<file path="src/rtl/sa_row_writer_pkg.sv">
// rtl/sa_row_writer_pkg.sv - shared types and default sizing for the row writer
package sa_row_writer_pkg;

  // Default geometry of the comb_SA output memory.
  localparam int DEF_DAT_W = 8;
  localparam int DEF_DAT_D = 12;

  // Batch collection states.
  typedef enum logic {
    S_IDLE    = 1'b0,
    S_COLLECT = 1'b1
  } state_e;

endpackage

</file>
<file path="src/rtl/sa_row_writer.sv">
// rtl/sa_row_writer.sv - captures systolic-array row batches into the mem write port
module sa_row_writer
  import sa_row_writer_pkg::*;
#(
  parameter int DAT_W = DEF_DAT_W,
  parameter int DAT_D = DEF_DAT_D,
  parameter int ROWS  = DAT_D / 3,
  localparam int AW   = (DAT_D > 1) ? $clog2(DAT_D) : 1,
  localparam int CW   = $clog2(ROWS + 1)
) (
  input  logic             clk,
  input  logic             rst_b,
  input  logic             start,
  input  logic             in_valid,
  input  logic [DAT_W-1:0] in_data,
  input  logic             clr_err,
  output logic             wren,
  output logic [AW-1:0]    wraddress,
  output logic [DAT_W-1:0] wdata,
  output logic             busy,
  output logic             done,
  output logic             err_orphan,
  output logic             err_short
);

  state_e           state_q, state_d;
  logic [CW-1:0]    row_cnt_q, row_cnt_d;
  logic [AW-1:0]    wr_ptr_q, wr_ptr_d;
  logic             wren_q, wren_d;
  logic [AW-1:0]    waddr_q, waddr_d;
  logic [DAT_W-1:0] wdata_q, wdata_d;
  logic             done_q, done_d;
  logic             orphan_q, orphan_d;
  logic             short_q, short_d;

  logic             take;
  logic [CW-1:0]    cnt_new;

  // Next-state: decide whether this word is written, how the batch count moves,
  // and which protocol errors it raises. A new error beats a same-cycle clear.
  always_comb begin
    state_d   = state_q;
    row_cnt_d = row_cnt_q;
    wr_ptr_d  = wr_ptr_q;
    wren_d    = 1'b0;
    waddr_d   = waddr_q;
    wdata_d   = wdata_q;
    done_d    = 1'b0;
    orphan_d  = orphan_q & ~clr_err;
    short_d   = short_q & ~clr_err;
    take      = 1'b0;
    cnt_new   = row_cnt_q;

    case (state_q)
      S_IDLE: begin
        if (in_valid) begin
          if (start) begin
            take    = 1'b1;
            cnt_new = CW'(1);
          end else begin
            orphan_d = 1'b1;
          end
        end
      end
      S_COLLECT: begin
        if (in_valid) begin
          take = 1'b1;
          if (start) begin
            // Partial batch is abandoned; this word restarts the count.
            short_d = 1'b1;
            cnt_new = CW'(1);
          end else begin
            cnt_new = row_cnt_q + CW'(1);
          end
        end
      end
      default: state_d = S_IDLE;
    endcase

    if (take) begin
      wren_d   = 1'b1;
      waddr_d  = wr_ptr_q;
      wdata_d  = in_data;
      wr_ptr_d = (wr_ptr_q == AW'(DAT_D - 1)) ? '0 : wr_ptr_q + AW'(1);
      if (cnt_new == CW'(ROWS)) begin
        done_d    = 1'b1;
        state_d   = S_IDLE;
        row_cnt_d = '0;
      end else begin
        state_d   = S_COLLECT;
        row_cnt_d = cnt_new;
      end
    end
  end

  // State and registered write port; reset drops any pending write.
  always_ff @(posedge clk or negedge rst_b) begin
    if (!rst_b) begin
      state_q   <= S_IDLE;
      row_cnt_q <= '0;
      wr_ptr_q  <= '0;
      wren_q    <= 1'b0;
      waddr_q   <= '0;
      wdata_q   <= '0;
      done_q    <= 1'b0;
      orphan_q  <= 1'b0;
      short_q   <= 1'b0;
    end else begin
      state_q   <= state_d;
      row_cnt_q <= row_cnt_d;
      wr_ptr_q  <= wr_ptr_d;
      wren_q    <= wren_d;
      waddr_q   <= waddr_d;
      wdata_q   <= wdata_d;
      done_q    <= done_d;
      orphan_q  <= orphan_d;
      short_q   <= short_d;
    end
  end

  assign wren       = wren_q;
  assign wraddress  = waddr_q;
  assign wdata      = wdata_q;
  assign busy       = (state_q == S_COLLECT);
  assign done       = done_q;
  assign err_orphan = orphan_q;
  assign err_short  = short_q;

endmodule
</file>
<file path="config.mk">
export PLATFORM = sky130hd
export DESIGN_NAME = sa_row_writer
export DESIGN_NICKNAME = d
export VERILOG_FILES = /design/src/rtl/sa_row_writer_pkg.sv /design/src/rtl/sa_row_writer.sv
export SDC_FILE = /design/constraint.sdc
export NUM_CORES = 1
export LEC_CHECK = 0
export CORE_UTILIZATION = 42
export CTS_BUF_LIST = sky130_fd_sc_hd__clkbuf_4
export CTS_CLUSTER_DIAMETER = 50
export DETAILED_ROUTE_END_ITERATION = 8
export GPL_ROUTABILITY_DRIVEN = 0
export PLACE_DENSITY = 0.72
export SETUP_SLACK_MARGIN = 0.02
export SKIP_LAST_GASP = 1
export SYNTH_ARGS = -nofsm -noshare
export SYNTH_HDL_FRONTEND = slang
export SYNTH_SLANG_ARGS = --single-unit
export TNS_END_PERCENT = 30
</file>
<file path="constraint.sdc">
create_clock -name clk -period 1.6 [get_ports clk]
set_input_delay 0.32 -clock clk [delete_from_list [all_inputs] [get_ports clk]]
set_output_delay 0.32 -clock clk [all_outputs]
set_load 0.01 [all_outputs]
</file>
==> metrics.cfg <==
[run_status]
status=completed

[setup_path]
crit_fanout=2
start_kind=register
reg2reg_depth=4
cp_slowest_cell=clkdlybuf4s50_1
r2r_start=row_cnt_q[0]
crit_path_end_kind=output port
worstPathRequired_ns=1.28
critPathTopFamily=buffers and inverters
timing.rr.end=row_cnt_q[2]
critPathBufInv=1
slowest_delay_ns=0.53
crit_arrival_ns=1.21
crit_chain=clkdlybuf4s50_1
worstSetupPathType=register to output port
reg2reg_slack_ns=0.20

[cts]
h-tree-depth=1
path_clk_slew_ns=0.13
clock_latency_ns=0.30
post_cts_buffers=0
clock_tree.root_cell=clkbuf_4
cts_tree=done
cts_sinks=24
post_cts_resized=0
cts_made_buffers=3
cts_buffer_depth=2
cts_hold_buf=0

[sta]
skew_ns=0.00990
slew_headroom_pct=80.1
hold_viol=0
max_freq_mhz=653
finalCritPeriodShare_pct=95.7
setup_violations=0
fin_setup_tns_ns=0
slew_violations=0
layout_setup_ws_ns=0.0691
rsz0062_at_grt=yes
tightest_slew_ns=0.299
fin_crit_ns=1.53

[logic_synthesis]
yosys_warnings=0
ys_ff_latch=24
yosysSeqAreaShare_pct=57.9
netlist.area_leader.share_pct=57.9
syn_avg_cell_area_um2=9.79
syn_area_um2=1040
synth_nets=121
synth_top_area_cell=dfrtp_1
netlist_top_cells_area=dfrtp_1 (58%), nand2_1 (15%), ha_1 (2.4%), nand3_1 (2.4%), buf_6 (2.2%)
yosysUniqueCellTypes=25
syn_inst=106

[flow_run]
maxCapViolCount=0

[die]
initial_core_util_pct=45.6
die_w_um=51.7
die_area_um2=2670
num_io_pins=30
core_area_um2=2280
die_h_um=51.7
fp-row-count=17

[global_route]
antenna_found_initial=0
overflow=0
grt_pass1_vias=799
grt_pass1_wl_mm=3.39
grt_max_degree=25
track_usage_pct=17.1

[cells_and_area]
antenna_cells=0
drive_gt1_share_pct=10.6
final_net_count=158
area_growth_pct=36.6

[worst_hold_path]
hp-class=input port to async pin

[drt]
wl_mm=1.96
first_pass_iters=4
vias=847
via_per_inst=4.98
antenna_left=0
route.detailed.drc=0
post_drt_wl_per_cell_um=11.6
drt-initial-drc-count=14

[placement]
io_buffers=29
hpwl_mm=1.47
dpl_worst_slack_ns=-0.00491

[power_and_ir_drop]
p_per_area_nw_per_um2=1390
irDropWorstVdd_v=0.000873
cellLeakagePower_nw=0.715

## per-stage QoR
stage	hold slack [ns]	cell area [um2]	utilization [%]	total power [mW]	instances
after floorplan	0.0244	1040	-	1.36	106
after global placement	0.457	1380	60.7	1.68	166
after detailed placement	0.466	1380	60.7	1.73	166
after CTS	0.358	1410	61.9	1.99	170
after global routing	0.375	1420	62.2	2.13	170
final	0.355	1420	62.2	1.96	170
## layer usage
layer	share of wire, %	track usage (%)
met5	0	0
met4	0.46	5.41
met3	4.9	2.63
met2	50	29.9
met1	44	21.6
## where the power goes
group	internal [mW]	total (mW)	switching, mW
sequential	0.786	0.920	0.134
clock	0.0909	0.256	0.166
combinational	0.420	0.785	0.365
total	1.30	1.96	0.665
## cells in the mapped netlist, drive strengths merged
master  instances
o22ai           1
nand3           5
xor2            1
nor2            4
nor2b           1
or4             1
mux2            2
a21o            1
o21a            1
buf             5
dfrtp          24
nor3b           1
o31ai           1
and3            1
nand2          41
o21ai           5
inv             5
a22o            2
ha              2
o22a            1
a311oi          1
## layout make-up
| cell class | instances | area (um2) |
|---|---|---|
| well taps | 28 | 35.0 |
| repair buffers | 37 | 358 |
| inverters | 5 | 18.8 |
| clock inverters | 1 | 3.75 |
| clock buffers | 3 | 22.5 |
| multi-input cells | 72 | 378 |
| flip-flops and latches | 24 | 601 |
| fillers | 185 | 860 |
## how the worst max path moves through the flow
stage	startpoint	to	slack [ns]	cells past startpoint
floorplan	busy	wr_ptr_q[2]	0.24	5
global placement	in_valid	wr_ptr_q[3]	0.03	4
detailed placement	in_valid	wr_ptr_q[3]	-0.005	4
CTS	wdata[1]	wdata[1]	0.05	1
global route	wdata[0]	wdata[0]	0.004	1
finish	wraddress[1]	wraddress[1]	0.07	1
## placed cells by master (no fill, tap or decap), types with 2 or more instances in the layout
master / n
a22o_1: 2
buf_4: 8
clkbuf_4: 3
clkdlybuf4s50_1: 26
dfrtp_1: 24
dlymetal6s2s_1: 3
ha_1: 2
inv_1: 4
mux2_2: 2
nand2_1: 41
nand3_1: 5
nor2_1: 4
o21ai_0: 4
## sequential cells by signal, indices dropped and copies added (netlist names)
signal / count
err_short: 1
row_cnt_q: 3
wraddress: 4
done: 1
wdata: 8
wr_ptr_q: 4
err_orphan: 1
wren: 1
busy: 1
## kinds of logic after synthesis
kind of cell | after synthesis | share of synthesized area, %
xor gates and xnor gates | 1 | 0.845
AOI/OAI and AO/OA | 13 | 9.65
buffers and inverters | 10 | 5.67
muxes | 2 | 2.17
DFF | 24 | 57.9
and+or+nand+nor | 54 | 21.4
adders and majority gates | 2 | 2.41
Note: power is estimated with default switching activity, not from simulation.
